$ cat src/rtl/bcd_score_if.sv
// Score keeper bus: game-side controls in, score/display state out.
// master drives controls, slave is the score keeper.
interface bcd_score_if #(
   parameter int DIGITS = 5
);
   logic                  en;
   logic                  tick;
   logic [3:0]            inc;
   logic                  clr;
   logic [4*DIGITS-1:0]   score;
   logic [4*DIGITS-1:0]   hiscore;
   logic [7*DIGITS-1:0]   seg;
   logic                  new_high;
   logic                  overflow;

   modport master (
      output en, tick, inc, clr,
      input  score, hiscore, seg, new_high, overflow
   );

   modport slave (
      input  en, tick, inc, clr,
      output score, hiscore, seg, new_high, overflow
   );
endinterface

$ cat src/rtl/bcd_score_keeper.sv
// N-digit packed-BCD score counter with high-score tracking,
// wrap/saturate overflow and 7-segment digit decode.
module bcd_score_keeper #(
   parameter int DIGITS   = 5,
   parameter int SATURATE = 1,
   parameter int BLANK_LZ = 1
) (
   input  logic        clk,
   input  logic        rst_n,
   bcd_score_if.slave  bus
);
   localparam int W = 4 * DIGITS;

   logic [W-1:0]         score_q;
   logic [W-1:0]         hiscore_q;
   logic                 new_high_q;
   logic                 overflow_q;
   logic [3:0]           addend;
   logic [W-1:0]         sum;
   logic [W-1:0]         score_d;
   logic                 carry;
   logic [7*DIGITS-1:0]  seg_d;

   function automatic logic [6:0] seg7(input logic [3:0] d);
      case (d)
         4'd0:    seg7 = 7'h3F;
         4'd1:    seg7 = 7'h06;
         4'd2:    seg7 = 7'h5B;
         4'd3:    seg7 = 7'h4F;
         4'd4:    seg7 = 7'h66;
         4'd5:    seg7 = 7'h6D;
         4'd6:    seg7 = 7'h7D;
         4'd7:    seg7 = 7'h07;
         4'd8:    seg7 = 7'h7F;
         4'd9:    seg7 = 7'h6F;
         default: seg7 = 7'h00;
      endcase
   endfunction

   always_comb addend = (bus.inc > 4'd9) ? 4'd9 : bus.inc;

   // +6 mod 16 is the same as -10 on a nibble whose sum exceeded 9
   always_comb begin
      logic [4:0] s;
      s     = '0;
      sum   = '0;
      carry = 1'b0;
      for (int k = 0; k < DIGITS; k++) begin
         s = {1'b0, score_q[4*k +: 4]} + {4'b0, carry};
         if (k == 0) s = s + {1'b0, addend};
         if (s > 5'd9) begin
            sum[4*k +: 4] = s[3:0] + 4'd6;
            carry         = 1'b1;
         end else begin
            sum[4*k +: 4] = s[3:0];
            carry         = 1'b0;
         end
      end
   end

   always_comb begin
      score_d = sum;
      if (carry && SATURATE != 0) score_d = {DIGITS{4'h9}};
   end

   // high-score compare sees the pre-clr score, so a final score is kept
   always_ff @(posedge clk or negedge rst_n) begin
      if (!rst_n) begin
         score_q    <= '0;
         hiscore_q  <= '0;
         new_high_q <= 1'b0;
         overflow_q <= 1'b0;
      end else begin
         if (score_q > hiscore_q) begin
            hiscore_q  <= score_q;
            new_high_q <= 1'b1;
         end
         if (bus.clr) begin
            score_q    <= '0;
            new_high_q <= 1'b0;
            overflow_q <= 1'b0;
         end else if (bus.tick && bus.en) begin
            score_q <= score_d;
            if (carry) overflow_q <= 1'b1;
         end
      end
   end

   always_comb begin
      logic lead;
      lead  = 1'b1;
      seg_d = '0;
      for (int k = DIGITS - 1; k >= 0; k--) begin
         lead = lead & (score_q[4*k +: 4] == 4'd0);
         if (BLANK_LZ != 0 && k != 0 && lead)
            seg_d[7*k +: 7] = 7'h00;
         else
            seg_d[7*k +: 7] = seg7(score_q[4*k +: 4]);
      end
   end

   assign bus.score    = score_q;
   assign bus.hiscore  = hiscore_q;
   assign bus.seg      = seg_d;
   assign bus.new_high = new_high_q;
   assign bus.overflow = overflow_q;
endmodule

$ cat src/flat_wrapper.sv
// flat-port wrapper written by rule: the top's interface ports become plain ports
module bcd_score_keeper_flat 
#(
   parameter int DIGITS   = 5,
   parameter int SATURATE = 1,
   parameter int BLANK_LZ = 1
)
  (clk, rst_n, bus_en, bus_tick, bus_inc, bus_clr, bus_score, bus_hiscore, bus_seg, bus_new_high, bus_overflow);
  bcd_score_if #(.DIGITS(DIGITS)) bus_i ();
  input  logic clk;
  input  logic rst_n;
  input wire logic [$bits(bus_i.en)-1:0] bus_en;
  input wire logic [$bits(bus_i.tick)-1:0] bus_tick;
  input wire logic [$bits(bus_i.inc)-1:0] bus_inc;
  input wire logic [$bits(bus_i.clr)-1:0] bus_clr;
  output wire logic [$bits(bus_i.score)-1:0] bus_score;
  output wire logic [$bits(bus_i.hiscore)-1:0] bus_hiscore;
  output wire logic [$bits(bus_i.seg)-1:0] bus_seg;
  output wire logic [$bits(bus_i.new_high)-1:0] bus_new_high;
  output wire logic [$bits(bus_i.overflow)-1:0] bus_overflow;
  assign bus_i.en = bus_en;
  assign bus_i.tick = bus_tick;
  assign bus_i.inc = bus_inc;
  assign bus_i.clr = bus_clr;
  assign bus_score = bus_i.score;
  assign bus_hiscore = bus_i.hiscore;
  assign bus_seg = bus_i.seg;
  assign bus_new_high = bus_i.new_high;
  assign bus_overflow = bus_i.overflow;
  bcd_score_keeper #(.DIGITS(DIGITS), .SATURATE(SATURATE), .BLANK_LZ(BLANK_LZ)) u_core (.clk(clk), .rst_n(rst_n), .bus(bus_i));
endmodule
$ cat config.mk
export PLATFORM = sky130hd
export DESIGN_NAME = bcd_score_keeper_flat
export DESIGN_NICKNAME = d
export VERILOG_FILES = /design/src/rtl/bcd_score_if.sv /design/src/rtl/bcd_score_keeper.sv /design/src/flat_wrapper.sv
export SDC_FILE = /design/constraint.sdc
export NUM_CORES = 1
export LEC_CHECK = 0
export BUFFER_PORTS_ARGS = -buffer_cell sky130_fd_sc_hd__buf_4
export CAP_MARGIN = 20
export CORE_MARGIN = 4
export CORE_UTILIZATION = 50
export DETAILED_ROUTE_END_ITERATION = 16
export PLACE_DENSITY = 0.74
export SYNTH_ARGS = -nofsm -noshare
export SYNTH_HDL_FRONTEND = slang
export SYNTH_SLANG_ARGS = --single-unit
$ cat constraint.sdc
create_clock -name clk -period 6.5 [get_ports clk]
set_input_delay 0.325 -clock clk [delete_from_list [all_inputs] [get_ports clk]]
set_output_delay 0.325 -clock clk [all_outputs]
set_load 0.005 [all_outputs]
Word level (Yosys, flattened, before mapping)
Memories as Yosys holds them, arrays and structs flattened.
Index checks and enable logic that the tools add are counted.
{ "classes": {"bitwise_logic": 3, "n_mux": 23, "add_sub_neg": 10, "n_reduce_logical": 9, "magnitude_cmp": 7} }
{ "ops": {"columns": ["op", "n"], "rows": [
  ["two-way mux 20 bit", 3],
  ["two-way mux 7 bit", 4],
  ["greater-than comparator 5 x 4 -> 1 bit (second input constant)", 5],
  ["two-way mux 4 bit", 6],
  ["adder 4 x 1 -> 5 bit", 4],
  ["adder 4 x 3 -> 4 bit (second input constant)", 5],
  ["greater-than comparator 20 bit", 1],
  ["logical NOT 4 bit", 4],
  ["two-way mux 1 bit", 10],
  ["nonzero test 2 bit", 3],
  ["adder 4 x 4 -> 5 bit", 1],
  ["greater-than comparator 4 bit (second input constant)", 1],
  ["AND 1 bit", 3],
  ["AND reduction 2 bit", 1],
  ["logical AND 1 bit", 1]
]} }
{ "word_totals": {"reg_bits": 42, "mem_count": 5, "rom_bits": 560, "output_inout_bits": 77} }
{ "mem_list": {"columns": ["memory", "words", "word_bits", "rd", "rd_clocked_by_memory_dff", "write_ports", "line_no", "text"], "rows": [
  ["(no name shown)", 16, 7, 1, 0, 0, "bcd_score_keeper.sv:25", "case (d)"],
  ["(no name shown)", 16, 7, 1, 0, 0, "bcd_score_keeper.sv:25", null],
  ["(no name shown)", 16, 7, 1, 0, 0, "bcd_score_keeper.sv:25", null],
  ["(no name shown)", 16, 7, 1, 0, 0, "bcd_score_keeper.sv:25", null],
  ["(no name shown)", 16, 7, 1, 0, 0, "bcd_score_keeper.sv:25", null]
]} }

Longest topological paths before layout
Gate-level depths: netlist of run 1.
{ "depth": {"word_depth": 20, "mapped_depth": 33, "ltp_nobuf": 32} }

Worst setup path after synthesis of run 1
OpenSTA, ideal clock, no wires.
{ "synth_path": {"path_type": "reg2reg", "from": "register u_core.score_q[1] (netlist: u_core.bus.score[1])", "to": "register u_core.score_q[14] (netlist: u_core.bus.score[14])", "arrival_time_ps": 6557, "path_buffers": 1, "synth_period_minus_slack_ps": 6638, "required_ps": 6419, "slack_ps": -138, "stages_incl_launch_ff": 30, "cell_sequence": "dfrtp_1 > inv_1 > fa_1 > xor2_1 > nand2_1 > a21oi_1 > inv_1 > ha_1 > ha_1 > o21ai_0 > or2_0 > a2bb2oi_1 > ha_1 > ha_1 > o21ai_0 > nand2_1 > o311a_1 > ha_1 > ha_1 > nand2b_1 > o21a_1 > o22a_1 > ha_1 > ha_1 > nand2b_1 > a31o_2 > a311o_1 > buf_6 > o31a_1 > o22ai_2"} }
{ "synth_via": {"elab_chain_cells": 18, "elab_cells_between_ends": 20, "cone_classes": "6 x add/sub; 5 x order compare; 9 x mux"} }
{ "synth_rtl": {"columns": ["element", "line_no", "text"], "rows": [
  ["from (decl)", "bcd_score_keeper.sv:14", "logic [W-1:0] score_q;"],
  ["from (signal assigned)", "bcd_score_keeper.sv:83", "score_q <= score_d;"],
  ["adder 4 x 4 -> 5 bit (*)", "bcd_score_keeper.sv:50", "if (k == 0) s = s + {1'b0, addend};"],
  ["greater-than comparator 5 x 4 -> 1 bit (*)", "bcd_score_keeper.sv:51", "if (s > 5'd9) begin"],
  ["two-way mux 1 bit (*)", "bcd_score_keeper.sv:51", null],
  ["adder 4 x 1 -> 5 bit (*)", "bcd_score_keeper.sv:49", "s = {1'b0, score_q[4*k +: 4]} + {4'b0, carry};"],
  ["greater-than comparator 5 x 4 -> 1 bit (*)", "bcd_score_keeper.sv:51", null],
  ["two-way mux 1 bit (*)", "bcd_score_keeper.sv:51", null],
  ["adder 4 x 1 -> 5 bit (*)", "bcd_score_keeper.sv:49", null],
  ["greater-than comparator 5 x 4 -> 1 bit (*)", "bcd_score_keeper.sv:51", null],
  ["[2 not listed]", null, null],
  ["greater-than comparator 5 x 4 -> 1 bit", "bcd_score_keeper.sv:51", null],
  ["two-way mux 1 bit", "bcd_score_keeper.sv:51", null],
  ["adder 4 x 1 -> 5 bit", "bcd_score_keeper.sv:49", null],
  ["greater-than comparator 5 x 4 -> 1 bit", "bcd_score_keeper.sv:51", null],
  ["two-way mux 1 bit", "bcd_score_keeper.sv:51", null],
  ["two-way mux 20 bit (*)", "bcd_score_keeper.sv:63", "if (carry && SATURATE != 0) score_d = {DIGITS{4'h9}};"],
  ["two-way mux 20 bit (*)", "bcd_score_keeper.sv:82", "end else if (bus.tick && bus.en) begin"],
  ["two-way mux 20 bit (*)", "bcd_score_keeper.sv:78", "if (bus.clr) begin"]
]} }
Every way passes the cells marked *; elsewhere a longest branch is shown, timed or not. The select of a mux whose other input is x is not followed.
A chain may end at the register's enable or synchronous reset.

Worst setup path after layout of run 1
{ "layout_path": {"from": "register u_core.score_q[0] (netlist: u_core.bus.score[0])", "to": "register u_core.score_q[10] (netlist: u_core.bus.score[10])"} }
{ "layout_via": {"elab_chain_cells": 18, "elab_cells_between_ends": 20, "cone_classes": "6 x add/sub; 5 x order compare; 9 x mux"} }
{ "layout_rtl": {"columns": ["element", "line_no"], "rows": [
  ["adder 4 x 4 -> 5 bit (*)", "bcd_score_keeper.sv:50"],
  ["greater-than comparator 5 x 4 -> 1 bit (*)", "bcd_score_keeper.sv:51"],
  ["two-way mux 1 bit (*)", "bcd_score_keeper.sv:51"],
  ["adder 4 x 1 -> 5 bit (*)", "bcd_score_keeper.sv:49"],
  ["greater-than comparator 5 x 4 -> 1 bit (*)", "bcd_score_keeper.sv:51"],
  ["two-way mux 1 bit (*)", "bcd_score_keeper.sv:51"],
  ["adder 4 x 1 -> 5 bit (*)", "bcd_score_keeper.sv:49"],
  ["greater-than comparator 5 x 4 -> 1 bit", "bcd_score_keeper.sv:51"],
  ["[2 not listed]", null],
  ["greater-than comparator 5 x 4 -> 1 bit", "bcd_score_keeper.sv:51"],
  ["two-way mux 1 bit", "bcd_score_keeper.sv:51"],
  ["adder 4 x 1 -> 5 bit", "bcd_score_keeper.sv:49"],
  ["greater-than comparator 5 x 4 -> 1 bit", "bcd_score_keeper.sv:51"],
  ["two-way mux 1 bit", "bcd_score_keeper.sv:51"],
  ["two-way mux 20 bit (*)", "bcd_score_keeper.sv:63"],
  ["two-way mux 20 bit (*)", "bcd_score_keeper.sv:82"],
  ["two-way mux 20 bit (*)", "bcd_score_keeper.sv:78"]
]} }
Marks and branches as above.

==> key figures, run 1 <==
Finish
  • Area Growth Syn to Fin: 26.1%
  • Fillcell total: 667
  • Register Area: 1050 um2
  • Final std cells w/o fill: 655
  • Area occupied by multi-input gates: 2680 um2
  • Nets: 625
  • Share of cells above drive strength 1: 26.6%
  • Antenna diodes: 0

Clock network
  • CTS tree: yes
  • Hold buffer count at cts: 0
  • CTS sink count: 42
  • H-tree depth: 2
  • Clock Tree Root: clkbuf_8
  • Cts bufs inserted: 5
  • Max clock buf depth: 2
  • Clk pin slew, worst setup/hold paths: 80 ps
  • Clock latency on the worst-skew pair: 300 ps

Run status
  • Failing checks: hold timing
  • Outcome: complete, but fails checks

Power
  • Sw Ratio: 38.0%
  • Design internal power: 0.633 mW
  • Seq pwr share: 32.3%
  • Leakage: 2.40 nW
  • Power Density: 206 nW/um2
  • Max VDD drop: 131 uV
  • Clock power share: 16.0%
  • Logic pwr share: 51.6%
  • P_sw: 0.387 mW

Timing
  • RSZ-0062 raised after global routing: false
  • WHS: -5.23 ps
  • PnR worst setup slack: 324 ps
  • Minimum clock period: 6180 ps
  • Hold Vio Cnt, Final: 4
  • Max Clk Rate: 162 MHz
  • Final Cycle Share: 95.0%
  • Setup violators final: 0
  • Clk_skew: 7.86 ps
  • Final slew viol count: 0
  • Slew headroom: 39.6%
  • Pin slew with the least headroom to its limit: 906 ps

Logic synthesis
  • Synthesized instance count: 453
  • Synth Area in Compound Gates: 20.2%
  • Mux share of post-synthesis cell area: 7.23%
  • Warnings from Yosys: 0
  • Syn avg cell area: 8.67 um2
  • Adder-Cell Fraction of Synth Area: 20.3%
  • Area share of xor/xnor cells in the synthesized design: 2.68%
  • Top_reg_cell synth: dfrtp_1
  • Cell Area, Synth: 3930 um2
  • Syn nets: 525
  • Largest family of logic cells by synthesized area: adder cells
  • Post-synth EDFFs: 0
  • Register area share after synthesis: 26.8%
  • Synth async-reset ratio: 100%
  • Number of synthesized register bits: 42
  • Simple-gate share of the synthesized area: 16.0%
  • Count of cell types in the netlist: 60

Critical path
  • Top cell by count, worst path: ha_2
  • Crit path DAT: 6400 ps
  • Setup crit start kind: flip-flop
  • CP endpoint kind: flip-flop
  • CP Class: reg2reg
  • Crit path buf inv count: 3
  • Slowest stage cell on the critical path: a311o_2
  • CP required: 6720 ps
  • CP top delay family: compound AO/OA/AOI/OAI gates
  • Peak fanout along the critical path: 6
  • Worst path max stage delay: 430 ps

GRT
  • Most Used Layer, Global Route: met2
  • Met3 Resource Use GR: 3.46%
  • Grt total ovfl: 0
  • Largest net degree at the start of global routing: 43
  • GR Layer Usage met2: 35.9%
  • Total Routing Usage GR: 21.1%
  • First-pass GRT wire length: 16800 um
  • Met1 Use GR: 27.7%
  • Vias in the first global route: 3526
  • Initial antenna violation count: 0

Floorplan
  • Core area: 7690 um2
  • DIE AREA: 9340 um2
  • Die height: 96.6 um
  • Die width: 96.6 um
  • Starting Density: 51.1%
  • IO Pins: 86
  • Rows: 32

Routing
  • Vias per cell: 5.56
  • Avg WL per Cell: 15.4 um
  • Number of remaining DRC errors: 0
  • Final wirelength: 10100 um
  • Initial DRC count: 193
  • Via count: 3644
  • Detail Route Antenna Nets: 0
  • First-pass DRT Iterations: 4

Placed design
  • Worst slack, placed: -281 ps
  • Placer Congestion: 0.842
  • Cell Count Post-Placement: 646
  • Post-DP HPWL: 7550 um
  • Port bufs: 85

Hold path
  • Worst hold path class: in2async

Run
  • Max-cap violations: 0
sequential cells by signal (all words and copies together) (netlist names):
signal               flops
u_core.bus.hiscore      20
u_core.bus.new_high      1
u_core.bus.overflow      1
u_core.bus.score        20
synthesized netlist by cell type, types with 4 or more instances:
cell / n / share of area, %
nor3_1: 12 / 1.5
mux2_1: 7 / 2.0
a211oi_1: 7 / 1.3
and2_1: 4 / 0.64
nor2_1: 30 / 2.9
nand2b_1: 18 / 2.9
nand3_1: 5 / 0.64
a21o_1: 4 / 0.76
o22ai_1: 13 / 2.1
nand2_1: 25 / 2.4
clkbuf_1: 12 / 1.1
o21a_1: 9 / 1.7
a21oi_1: 37 / 4.7
ha_1: 62 / 20
mux2_2: 4 / 1.1
nor2b_1: 11 / 1.8
nand4_1: 4 / 0.64
xnor2_1: 11 / 2.5
dfrtp_1: 42 / 27
o21ai_0: 25 / 3.2
inv_1: 47 / 4.5
mux2i_1: 16 / 4.1
logic make-up after synthesis:
kind of cell,count (synthesis)
adders and majority gates,63
DFF,42
muxes,27
and+or+nand+nor,121
AOI/OAI and AO/OA,122
buffers and inverters,66
xor gates and xnor gates,12
what timing repair did:
item,CTS,global route
buffers inserted,0,2
resized for setup,2,11
pin swaps,0,5
setup endpoints to repair,4,20
placed cells by master, fill, tap and decap left out, types with 2 or more instances in the layout:
| master | instances |
|---|---|
| a2111o_1 | 2 |
| a211oi_1 | 7 |
| dfrtp_1 | 41 |
| buf_4 | 112 |
| nor2_1 | 30 |
| nor3_1 | 12 |
| nand3_1 | 5 |
| o22ai_2 | 2 |
| a21oi_1 | 35 |
| ha_4 | 3 |
| xnor2_1 | 11 |
| o22ai_1 | 12 |
| o21a_1 | 9 |
| ha_1 | 55 |
| o31a_1 | 2 |
| mux2_1 | 7 |
| nand2_1 | 25 |
| nor2b_1 | 11 |
| clkinv_2 | 2 |
| a221oi_1 | 2 |
| inv_1 | 47 |
| mux2_2 | 4 |
| a21oi_2 | 2 |
| mux2i_1 | 16 |
| nor3b_1 | 2 |
| nand2b_1 | 18 |
| nand4_1 | 4 |
| or2_2 | 2 |
| ha_2 | 4 |
| a311oi_1 | 2 |
| o21ai_0 | 24 |
| a22oi_1 | 2 |
| and2_1 | 4 |
| clkbuf_8 | 5 |
| a21o_1 | 4 |
per-layer routing:
metal | routed length [um] | vias to the layer above
met2 | 4940 | 101
met5 | 0 | -
li1 | - | 1786
met1 | 4490 | 1739
met4 | 195 | 0
met3 | 444 | 18
power by group through the flow:
stage	Clock, mW	Combinational [mW]	Sequential (mW)
after floorplan	0	0.328	0.333
after global placement	0	0.513	0.334
after detailed placement	0	0.526	0.336
after CTS	0.168	0.530	0.331
after global routing	0.179	0.580	0.337
final	0.164	0.527	0.330
worst paths after layout:
kind	startpoint	to	slack [ps]	cells after the start
min in group clk	bus_clr	u_core.bus.overflow$_DFFE_PN0P_	340	2
worst max register to register	u_core.bus.score[0]$_DFFE_PN0P_	u_core.bus.score[10]$_DFFE_PN0P_	320	31
worst max-delay path	u_core.bus.score[0]$_DFFE_PN0P_	u_core.bus.score[10]$_DFFE_PN0P_	320	31
worst min-delay path	rst_n	u_core.bus.hiscore[5]$_DFFE_PN0P_	-5	1
worst min register to register	u_core.bus.new_high$_DFFE_PN0P_	u_core.bus.new_high$_DFFE_PN0P_	500	1
max in group asynchronous	rst_n	u_core.bus.score[1]$_DFFE_PN0P_	6070	1
cell type report:
type	count	area share, %
multi-input cells	345	54.1
flip-flops and latches	42	21.2
repair buffers	112	17.0
inverters	47	3.56
well taps	102	2.58
clock buffers	5	1.39
clock inverters	2	0.202
through the flow:
step	util [%]	instance area (um2)	total power, mW	setup TNS (ps)
detailed placement	62.4	4800	0.862	-1430
finish	64.5	4950	1.02	0
CTS	63.5	4880	1.03	0
global route	64.5	4950	1.10	0
floorplan	-	3940	0.660	0
global placement	62.4	4800	0.848	0
Power figures use the tool's default switching activity.
==> run 2, diff against run 1 <==
--- a/config.mk
+++ b/config.mk
@@ -5,6 +5,7 @@
 export SDC_FILE = /design/constraint.sdc
 export NUM_CORES = 1
 export LEC_CHECK = 0
+export ABC_AREA = 1
 export BUFFER_PORTS_ARGS = -buffer_cell sky130_fd_sc_hd__buf_4
 export CAP_MARGIN = 20
 export CORE_MARGIN = 4
==> run 2 against run 1 <==
  * The flow now finishes without violations
  * Critical endpoint unchanged
  * Largest power group unchanged
  * Die area grew 0.70%
  * Critical path type unchanged
  * Sequential power shrank 7.6%
  * Sequential share of layout area grew 1.2 points
  * Global-route usage grew 0.25 points
  * Flip-flop and latch count is the same
  * Clock skew shrank 3.8 ps
  * Cell count grew 9.5%
  * Critical path depth grew 2
  * Wire length shrank 3.2%
==> key figures, run 2 <==
Timing
  • Slew headroom: 31.1% (was 39.6%)
  • Setup TNS: 0 ps (unchanged)
  • Pin slew with the least headroom to its limit: 1030 ps (was 906 ps)
  • Hold Vio Cnt, Final: 0 (was 4)
  • Final Cycle Share: 91.5% (was 95.0%)
  • Minimum clock period: 5940 ps (was 6180 ps)
  • Setup violators final: 0 (unchanged)
  • Final slew viol count: 0 (unchanged)
  • RSZ-0062 raised after global routing: false (unchanged)
  • Clk_skew: 4.03 ps (was 7.86 ps)
  • Max Clk Rate: 168 MHz (was 162 MHz)

Routing
  • Initial DRC count: 227 (was 193)
  • Via count: 3644 (unchanged)
  • Detail Route Antenna Nets: 0 (unchanged)
  • Vias per cell: 5.08 (was 5.56)
  • Final wirelength: 9750 um (was 10100 um)
  • Number of remaining DRC errors: 0 (unchanged)
  • First-pass DRT Iterations: 5 (was 4)
  • Avg WL per Cell: 13.6 um (was 15.4 um)

Placed design
  • Port bufs: 85 (unchanged)
  • Post-DP HPWL: 7370 um (was 7550 um)
  • Placer Congestion: 0.850 (was 0.842)

Finish
  • Commonest cells after routing, fill and taps aside: nand2_1 (137), buf_4 (85), inv_1 (83) (was buf_4 (112), ha_1 (55), inv_1 (47))
  • Area Growth Syn to Fin: 18.6% (was 26.1%)
  • Nets: 687 (was 625)
  • Share of cells above drive strength 1: 22.4% (was 26.6%)
  • Most common cell after layout, fill and taps aside: nand2_1 (was buf_4)
  • Antenna diodes: 0 (unchanged)
  • Final core occ: 60.7% (was 64.5%)

Clock network
  • CTS sink count: 42 (unchanged)
  • Post-CTS Setup Bufs: 0 (unchanged)
  • H-tree depth: 2 (unchanged)
  • Max clock buf depth: 2 (unchanged)
  • Cts repair resizes: 0 (was 2)
  • Clk pin slew, worst setup/hold paths: 80 ps (about the same)
  • Cts bufs inserted: 5 (unchanged)
  • Clock latency on the worst-skew pair: 300 ps (about the same)
  • Clock Tree Root: clkbuf_8 (unchanged)
  • Hold buffer count at cts: 0 (unchanged)
  • CTS tree: yes (unchanged)

Power
  • Power Density: 201 nW/um2 (was 206 nW/um2)
  • Max VDD drop: 120 uV (was 131 uV)
  • Leakage: 2.68 nW (was 2.40 nW)

Critical path
  • Setup crit start kind: flip-flop (unchanged)
  • CP endpoint kind: flip-flop (unchanged)
  • Crit path DAT: 6160 ps (was 6400 ps)
  • Slowest stage cell on the critical path: fa_1 (was a311o_2)
  • Top cell by count, worst path: nand2_1 (was ha_2)
  • Worst path max stage delay: 510 ps (was 430 ps)
  • Peak fanout along the critical path: 11 (was 6)
  • CP Class: reg2reg (unchanged)
  • CP required: 6720 ps (about the same)

Logic synthesis
  • Post-synth top cells: nand2_1 (137), inv_1 (83), ha_1 (62) (was ha_1 (62), inv_1 (47), dfrtp_1 (42))
  • Synthesized instance count: 537 (was 453)
  • Count leader, synth: nand2_1 (was ha_1)
  • Syn nets: 609 (was 525)
  • Yosys top cell area share: 26.5% (was 26.8%)
  • Most area-consuming cells after synthesis: dfrtp_1 (27%), ha_1 (20%), nand2_1 (13%) (was dfrtp_1 (27%), ha_1 (20%), a21oi_1 (4.7%))
  • Synth async-reset ratio: 100% (unchanged)
  • Warnings from Yosys: 0 (unchanged)
  • Count of cell types in the netlist: 38 (was 60)
  • Top_reg_cell synth: dfrtp_1 (unchanged)
  • Dominant cell type by area after synthesis: dfrtp_1 (unchanged)
  • Syn avg cell area: 7.37 um2 (was 8.67 um2)
  • Register area share after synthesis: 26.5% (was 26.8%)
  • Post-synth EDFFs: 0 (unchanged)
  • Number of synthesized register bits: 42 (unchanged)
  • Cell Area, Synth: 3960 um2 (was 3930 um2)

GRT
  • Total Routing Usage GR: 21.4% (was 21.1%)
  • First-pass GRT wire length: 16900 um (was 16800 um)
  • Largest net degree at the start of global routing: 43 (unchanged)
  • Grt total ovfl: 0 (unchanged)
  • Initial antenna violation count: 0 (unchanged)
  • Vias in the first global route: 3535 (was 3526)

Floorplan
  • Die height: 97.0 um (was 96.6 um)
  • IO Pins: 86 (unchanged)
  • Core area: 7730 um2 (was 7690 um2)
  • Die width: 97.0 um (was 96.6 um)
  • Rows: 32 (unchanged)
  • Starting Density: 51.2% (was 51.1%)
  • DIE AREA: 9410 um2 (was 9340 um2)

Hold path
  • Worst hold path class: in2async (unchanged)

Run status
  • Outcome: complete, no violations (was complete, but fails checks)

Run
  • Max-cap violations: 0 (unchanged)
==> run 2: changes by cell type after synthesis, sizes merged, moves of 12 or more <==
cell,before,now
nor2,30,46
nand2b,18,0
o21ai,26,42
o22ai,14,2
nand2,26,147
inv,47,89
a21oi,37,21
nand3,5,46
mux2i,16,0
==> run 2: routing by layer <==
metal	share of wire [%]	vias up	GRT usage, %
met5	0	-	0
met1	48	1692	29.0
li1	-	1851	-
met3	5.0	7	4.97
met4	0.63	0	3.46
met2	47	94	35.4
==> run 2: per-stage QoR <==
step                hold slack [ps]  std cells  total power [mW]  area [um2]  setup slack [ps]
floorplan                      29.4        537             0.679        3960              1190
global placement                354        710             0.770        4600               871
detailed placement              357        710             0.780        4600               511
CTS                            24.9        717             0.946        4680               508
global route                   46.8        717              1.01        4690              13.3
finish                         5.67        717             0.945        4690               555
==> run 2: path summary, 6_finish.rpt <==
kind,startpoint,endpoint,slack [ps],depth (start not counted)
worst min-delay path,rst_n,u_core.bus.hiscore[18]$_DFFE_PN0P_,6,1
worst max-delay path,u_core.bus.score[1]$_DFFE_PN0P_,u_core.bus.score[10]$_DFFE_PN0P_,560,33
worst min register to register,u_core.bus.hiscore[17]$_DFFE_PN0P_,u_core.bus.hiscore[17]$_DFFE_PN0P_,510,2
max in group asynchronous,rst_n,u_core.bus.score[0]$_DFFE_PN0P_,6080,1
min in group clk,bus_clr,u_core.bus.new_high$_DFFE_PN0P_,200,2
worst max register to register,u_core.bus.score[1]$_DFFE_PN0P_,u_core.bus.score[10]$_DFFE_PN0P_,560,33
==> run 2: power by group <==
part / internal, mW / switching [mW] / leakage [nW]
clock: 0.0722 / 0.0942 / 0.0438
sequential: 0.281 / 0.0239 / 0.579
combinational: 0.135 / 0.338 / 2.05
total: 0.488 / 0.456 / 2.68
==> run 2: cell families (layout without fill, tap and decap cells) <==
logic type	Yosys count	in the layout	synth area share, %
XOR/XNOR	9	9	2.56
flip-flops	42	42	26.5
AO/OA/AOI/OAI	76	76	10.8
adder cells (fa/ha/maj)	63	63	20.1
buffers and inverters	103	181	11.7
AND/OR/NAND/NOR	244	244	28.3
==> run 2: area by class of cell <==
class / instances / area (um2)
fillers: 708 / 3030
multi-input cells: 392 / 2450
flip-flops and latches: 42 / 1050
repair buffers: 85 / 638
inverters: 89 / 342
well taps: 102 / 128
clock buffers: 5 / 68.8
clock inverters: 2 / 10.0
==> run 2: worst max-delay path: cells and delay by family (launching register included) <==
kind                       cells  cell delay, ps
DFF                            1             470
AOI/OAI and AO/OA              1              80
and+or+nand+nor               17            1870
adders and majority gates      9            2260
xor gates and xnor gates       5            1000
buffers and inverters          1             170
